[src/rtl/wb_stage_pkg.sv]
// Shared constants for the RV64 write-back stage: datapath sizing and load funct3 encodings.
// Optional build macro: WB_RETIRE_CNT_EN (adds the retire_cnt output to wb_stage).
package wb_stage_pkg;

  localparam int XLEN = 64;
  localparam int NREG = 32;

  localparam logic [2:0] F3_LB  = 3'b000;
  localparam logic [2:0] F3_LH  = 3'b001;
  localparam logic [2:0] F3_LW  = 3'b010;
  localparam logic [2:0] F3_LD  = 3'b011;
  localparam logic [2:0] F3_LBU = 3'b100;
  localparam logic [2:0] F3_LHU = 3'b101;
  localparam logic [2:0] F3_LWU = 3'b110;

  localparam logic [4:0] REG_ZERO = 5'd0;

endpackage

[src/rtl/wb_stage_load_align.sv]
// Combinational load-data aligner: selects the byte/half/word lane addressed by addr_lo_i
// and sign- or zero-extends it; misaligned low address bits are simply dropped.
module load_align
  import wb_stage_pkg::*;
(
  input  logic [XLEN-1:0] res_i,
  input  logic [2:0]      funct3_i,
  input  logic [2:0]      addr_lo_i,
  input  logic            is_load_i,
  output logic [XLEN-1:0] data_o
);

  logic [7:0]  byte_lane;
  logic [15:0] half_lane;
  logic [31:0] word_lane;

  // Lane offsets are rounded down to the access size, so misalignment never traps here.
  assign byte_lane = res_i[{addr_lo_i, 3'b000} +: 8];
  assign half_lane = res_i[{addr_lo_i[2:1], 4'b0000} +: 16];
  assign word_lane = res_i[{addr_lo_i[2], 5'b00000} +: 32];

  always_comb begin
    data_o = res_i;
    if (is_load_i) begin
      case (funct3_i)
        F3_LB:   data_o = {{(XLEN-8){byte_lane[7]}}, byte_lane};
        F3_LH:   data_o = {{(XLEN-16){half_lane[15]}}, half_lane};
        F3_LW:   data_o = {{(XLEN-32){word_lane[31]}}, word_lane};
        F3_LBU:  data_o = {{(XLEN-8){1'b0}}, byte_lane};
        F3_LHU:  data_o = {{(XLEN-16){1'b0}}, half_lane};
        F3_LWU:  data_o = {{(XLEN-32){1'b0}}, word_lane};
        default: data_o = res_i;
      endcase
    end
  end

endmodule

[src/rtl/wb_stage.sv]
// RV64 write-back stage: captures the memory-stage result, commits it to a 32x64 register file
// one edge later, and serves two write-first bypassed read ports. Optional macro: WB_RETIRE_CNT_EN.
module wb_stage
  import wb_stage_pkg::*;
(
  input  logic            CLK,
  input  logic            RST_N,
  input  logic            stall,
  input  logic            mem_write_back_en,
  input  logic [4:0]      rd_i,
  input  logic [XLEN-1:0] res,
  input  logic            is_load,
  input  logic [2:0]      load_funct3,
  input  logic [2:0]      addr_lo,
  input  logic [4:0]      rs1_addr,
  input  logic [4:0]      rs2_addr,
  output logic [XLEN-1:0] rs1_data,
  output logic [XLEN-1:0] rs2_data,
  output logic            wb_valid,
  output logic [4:0]      wb_rd,
  output logic [XLEN-1:0] wb_data
`ifdef WB_RETIRE_CNT_EN
  ,
  output logic [63:0]     retire_cnt
`endif
);

  logic [XLEN-1:0] aligned;
  logic            valid_q, valid_d;
  logic [4:0]      rd_q, rd_d;
  logic [XLEN-1:0] data_q, data_d;
  logic [XLEN-1:0] rf_q [NREG];

  load_align u_align (
    .res_i     (res),
    .funct3_i  (load_funct3),
    .addr_lo_i (addr_lo),
    .is_load_i (is_load),
    .data_o    (aligned)
  );

  // A write to x0 is dropped at capture so the file entry 0 can never change.
  always_comb begin
    valid_d = valid_q;
    rd_d    = rd_q;
    data_d  = data_q;
    if (!stall) begin
      valid_d = mem_write_back_en && (rd_i != REG_ZERO);
      rd_d    = rd_i;
      data_d  = aligned;
    end
  end

  always_ff @(posedge CLK or negedge RST_N) begin
    if (!RST_N) begin
      valid_q <= 1'b0;
      rd_q    <= REG_ZERO;
      data_q  <= '0;
    end else begin
      valid_q <= valid_d;
      rd_q    <= rd_d;
      data_q  <= data_d;
    end
  end

  // Commit repeats every edge while a stalled write is pending; rewriting the same value is harmless.
  always_ff @(posedge CLK or negedge RST_N) begin
    if (!RST_N) begin
      for (int i = 0; i < NREG; i++) begin
        rf_q[i] <= '0;
      end
    end else if (valid_q) begin
      rf_q[rd_q] <= data_q;
    end
  end

  always_comb begin
    rs1_data = rf_q[rs1_addr];
    if (rs1_addr == REG_ZERO) begin
      rs1_data = '0;
    end else if (valid_q && (rd_q == rs1_addr)) begin
      rs1_data = data_q;
    end
  end

  always_comb begin
    rs2_data = rf_q[rs2_addr];
    if (rs2_addr == REG_ZERO) begin
      rs2_data = '0;
    end else if (valid_q && (rd_q == rs2_addr)) begin
      rs2_data = data_q;
    end
  end

  assign wb_valid = valid_q;
  assign wb_rd    = rd_q;
  assign wb_data  = data_q;

`ifdef WB_RETIRE_CNT_EN
  // Counts every accepted write-back request, including those aimed at x0.
  logic [63:0] cnt_q, cnt_d;

  always_comb begin
    cnt_d = cnt_q;
    if (!stall && mem_write_back_en) begin
      cnt_d = cnt_q + 64'd1;
    end
  end

  always_ff @(posedge CLK or negedge RST_N) begin
    if (!RST_N) begin
      cnt_q <= '0;
    end else begin
      cnt_q <= cnt_d;
    end
  end

  assign retire_cnt = cnt_q;
`endif

endmodule

[config.mk]
export PLATFORM = sky130hd
export DESIGN_NAME = wb_stage
export DESIGN_NICKNAME = d
export VERILOG_FILES = /design/src/rtl/wb_stage_pkg.sv /design/src/rtl/wb_stage_load_align.sv /design/src/rtl/wb_stage.sv
export SDC_FILE = /design/constraint.sdc
export NUM_CORES = 2
export LEC_CHECK = 0
export CORE_MARGIN = 2
export CORE_UTILIZATION = 50
export DETAILED_ROUTE_END_ITERATION = 8
export PLACE_DENSITY = 0.78
export SLEW_MARGIN = 25
export SYNTH_ARGS = -nofsm -noshare
export SYNTH_HDL_FRONTEND = slang
export SYNTH_SLANG_ARGS = --single-unit
[constraint.sdc]
create_clock -name CLK -period 2.21 [get_ports CLK]
set_input_delay 0.3315 -clock CLK [delete_from_list [all_inputs] [get_ports CLK]]
set_output_delay 0.3315 -clock CLK [all_outputs]
set_load 0.1 [all_outputs]
# After elaboration in Yosys (flattened, before gate mapping)
# Index checks and enable logic that the tools add are counted.
# word_totals
reg_bits,2118
input_bits,90
output_inout_bits,198
elab_cells,75
# classes
n_lt_le_gt_ge,4
eq_ne,7
shift,3
mux,15
n_bitwise,3
n_reduce_logical,8
# ops
op,n
$bwmux 2048,1
$bmux 64 s5,2
$mux 64,10
$pmux 64 s6,1
$demux 64 s5,1
$shiftx 64x7->16,1
$shiftx 64x7->32,1
$shiftx 64x7->8,1
$ge 6x6->1 const B,3
$not 5->6,3
$eq 5x5->1,2
$logic_not 5->1,2
$eq 3x3->1 const B,3
$lt 6x1->1 const B,1
$reduce_bool 5->1,1
$logic_and 1x1->1,4
$eq 3x1->1 const B,1
$eq 3x2->1 const B,1
$logic_not 3->1,1

# Logic depth before layout (Yosys ltp)
# depth
depth_word,6
depth_mapped,11
depth_no_buf,6

# By module
# A second synthesis with hierarchy kept.
# unflattened
hier_cells,8032
hier_area_um2,114945.2
# modules_own_cells
module,instances,cells_each,area_per_inst_um2,seq_area_each_um2
wb_stage,1,7764,112915.8,53000.8
load_align,1,268,2029.4,0.0

# Least setup slack after synthesis
# No wires, ideal clock.
# synth_path
kind,register to output
start,"register rd_q[1], in the netlist wb_rd[1]"
end,output port rs2_data[63]
arrival_time_ns,3.860
t_required_ns,1.879
slack_ns,-1.982
path_stages_with_launch,9
n_path_buf,3
path_cell_list,dfrtp_1 -> buf_2 -> xor2_1 -> nor4_1 -> and3_1 -> clkbuf_1 -> buf_2 -> a221oi_1 -> a31oi_1
# synth_via
elab_chain_cells,4
# synth_lines
element,line,rtl
start: declaration,wb_stage.sv:30,"logic [4:0] rd_q, rd_d;"
start signal: assignment,wb_stage.sv:61,rd_q <= rd_d;
$eq 5x5->1,wb_stage.sv:90,end else if (valid_q && (rd_q == rs2_addr)) begin
$logic_and 1x1->1,wb_stage.sv:90,
$mux 64,wb_stage.sv:90,
$mux 64,wb_stage.sv:88,if (rs2_addr == REG_ZERO) begin
end: declaration,wb_stage.sv:18,"output logic [XLEN-1:0] rs2_data,"
# No other way between the ends.

# Final worst setup path
# layout_path
start,"register rd_q[1], in the netlist wb_rd[1]"
end,output port rs2_data[29]
# The elaborated chain is that of the path after synthesis.

==> run metrics <==
status finished, violations left; Post-Syn Instances 7,998; CTS H-tree lvls 4; Power Total 0.147 W; CTS tree yes; Pins Over Slew Limit 0; fin nets 9,224; fill count 15,300; Max Root-Sink Buffers 3; Final HPWL DP 327 mm; synthesized area per cell 14.3 µm²; largest net degree at the start of global routing 106; Leakage 65.3 nW; Peak VDD IR 869 µV; vias in the first global route 92,200; CP max FO 4; via count 90,100; Worst EP arrival 3.31 ns; grt ovf 0; CTS buffer count 219; final worst slack -1.43 ns; initial antenna violation count 32; I/O pin count 288; Post-synth top cells dfrtp_1, mux2_2, mux4_2, clkbuf_1, mux2i_1; DIE AREA 0.232 mm²; Skew-Pair Late Insertion Delay 0.92 ns; RePlAce Congestion 1.05; TritonRoute pass-1 iters 8; Max Fclk 275 MHz; dominant cell type by area after synthesis dfrtp_1; final hold vios 0; hold crit path type in -> reg; Initial Utilization 0.502; max-cap violations 0; Final Setup Violations 1,629; Netlist Area Pre-Place 0.114 mm²; DP Area 0.136 mm²; antenna-violating nets left 0; global-route usage over all layers 0.413; Area growth syn-to-layout 28.4%; CP required 1.88 ns; register area share after synthesis 0.465; DRC 0; asr flop ratio synth 1.00; die height 481 µm; Core Area 0.227 mm²; top post-synthesis cells by area dfrtp_1, mux2_2, mux4_2; Worst-Margin Slew 0.991 ns; CP Launch Type flip-flop; Power Density 1010 mW/mm²; Vias/cell 7.28; number of flops mapped to enable cells by yosys 0; CTS Sinks 2,118; WS Path Type reg -> out; Tcrit/Tclk final 1.65; routed len/inst 38.9 µm; Yosys reg bits 2,118; Most used DFF post-synth dfrtp_1; first-pass GRT wire length 682 mm; RSZ-0062 raised after global routing true; Worst Reg-to-Reg Cells 9; Detailed Route Iter0 Violations 13,800; Hold Crit Depth 3; kind of end point of the critical path primary output; CTS clock-pin slew for the worst setup and hold paths 0.06 ns; Unique masters post-synth 80; proportion of layout cells with a drive suffix above 1 0.575; Synth Net Count 8,088; IO buf count 287; worst rel slew slack 0.332; fin area 0.146 mm²; Post-Route WL 481 mm; most common cell in the netlist dfrtp_1; # rows 175; Synth top area share 0.465; Setup Skew 0.0561 ns; Tmin final 3.64 ns; Die Wd 481 µm; YS warnings 0; failing checks negative setup slack; CTS Root Cell clkbuf_16; final hold slack 0.0222 ns
area by class of cell:
class | count | area, µm² | share of cell area
Tap cell | 3009 | 3760 | 0.0257
Clock buffer | 326 | 6490 | 0.0444
Antenna cell | 38 | 95.1 | 0.000650
Timing Repair Buffer | 1763 | 21900 | 0.150
Clock inverter | 80 | 1120 | 0.00764
Multi-Input combinational cell | 5024 | 59900 | 0.409
Sequential cell | 2118 | 53000 | 0.363
Inverter | 8 | 30.0 | 0.000205
cell families (layout without fill, tap and decap cells):
| logic type | count (synthesis) | count (layout) | synth area share |
|---|---|---|---|
| flops | 2118 | 2118 | 0.465 |
| mux | 3379 | 3379 | 0.412 |
| buf+inv | 856 | 2177 | 0.0375 |
| other cells | 0 | 38 | 0 |
| xor+xnor | 10 | 10 | 0.000768 |
| compound gates | 1035 | 1035 | 0.0605 |
| simple gates | 600 | 600 | 0.0246 |
final timing paths:
path / start / to / slack [ns]
worst max-delay path: wb_rd[1] / rs2_data[29] / -1.43
worst min-delay path: mem_write_back_en / wb_valid / 0.02
worst max register to register: wb_rd[1] / rf_q[240] / -0.46
worst min register to register: rf_q[107] / rf_q[107] / 0.51
max in group asynchronous: RST_N / rf_q[808] / 0.81
min in group asynchronous: RST_N / rf_q[647] / 0.29
stage by stage:
step                      worst slack (ns)  utilization  std cells  TNS, ns
after floorplan                     -0.464            -       7998   -77.05
after global placement               -1.25        0.600      11900  -358.26
after detailed placement             -1.23        0.600      11900  -301.71
after CTS                            -1.41        0.641      12300  -278.39
after global routing                 -1.44        0.644      12300  -441.50
final                                -1.43        0.644      12400  -434.30
placed cells by master, fill, tap and decap left out, types with 38 or more instances in the layout:
cell,netlist,layout
dfrtp_1,2118,2106
clkbuf_16,0,220
mux2i_1,415,414
o21ai_0,200,102
a21oi_1,150,107
a21oi_4,0,39
a22oi_1,180,180
o22ai_1,189,178
clkbuf_1,432,46
mux2_2,2052,2022
buf_12,1,608
clkdlybuf4s50_1,0,76
o211ai_1,72,72
a221oi_1,62,55
clkbuf_8,0,61
mux4_2,832,832
diode_2,0,38
nor2_4,5,98
mux2_1,78,63
buf_4,113,1000
nor2_1,251,153
mux2_4,0,45
nand2_1,138,112
worst max-delay path, cell delays in order, from the launching register on:
cell	delay, ns
dfrtp_4	0.54
xor2_2	0.18
nor4_2	0.29
buf_4	0.17
nand3_4	0.11
buf_12	0.19
nand2_4	0.07
buf_6	0.12
a21oi_2	0.03
a311o_2	0.47
buf_12	0.21
repair_timing:
item | in CTS | in global routing
hold endpoints to repair | 1168 | 0
endpoints found under the setup margin | 1684 | 1606
pin swaps | 29 | 20
gates cloned | 16 | 1
hold buffers | 2 | 0
resized for setup | 296 | 106
setup buffers | 39 | 17
state kept, by name (all words and copies together), names as in the netlist:
name	cells
rf_q	2048
wb_data	64
wb_rd	5
wb_valid	1
power breakdown:
part	internal, W	switching, W	total (W)	leakage [nW]
Combinational	0.0253	0.0222	0.0475	33.9
Clock	0.0226	0.0169	0.0395	3.73
Sequential	0.0504	0.00989	0.0603	27.7
Total	0.0983	0.0490	0.147	65.3
layer usage:
metal / vias up / part of all wire / GRT usage
li1: 33300 / - / -
met1: 46600 / 0.33 / 0.485
met2: 7724 / 0.42 / 0.581
met3: 2419 / 0.14 / 0.171
met4: 22 / 0.11 / 0.362
met5: - / 0.00029 / 0
No activity file was read; power rests on OpenSTA's default activity.
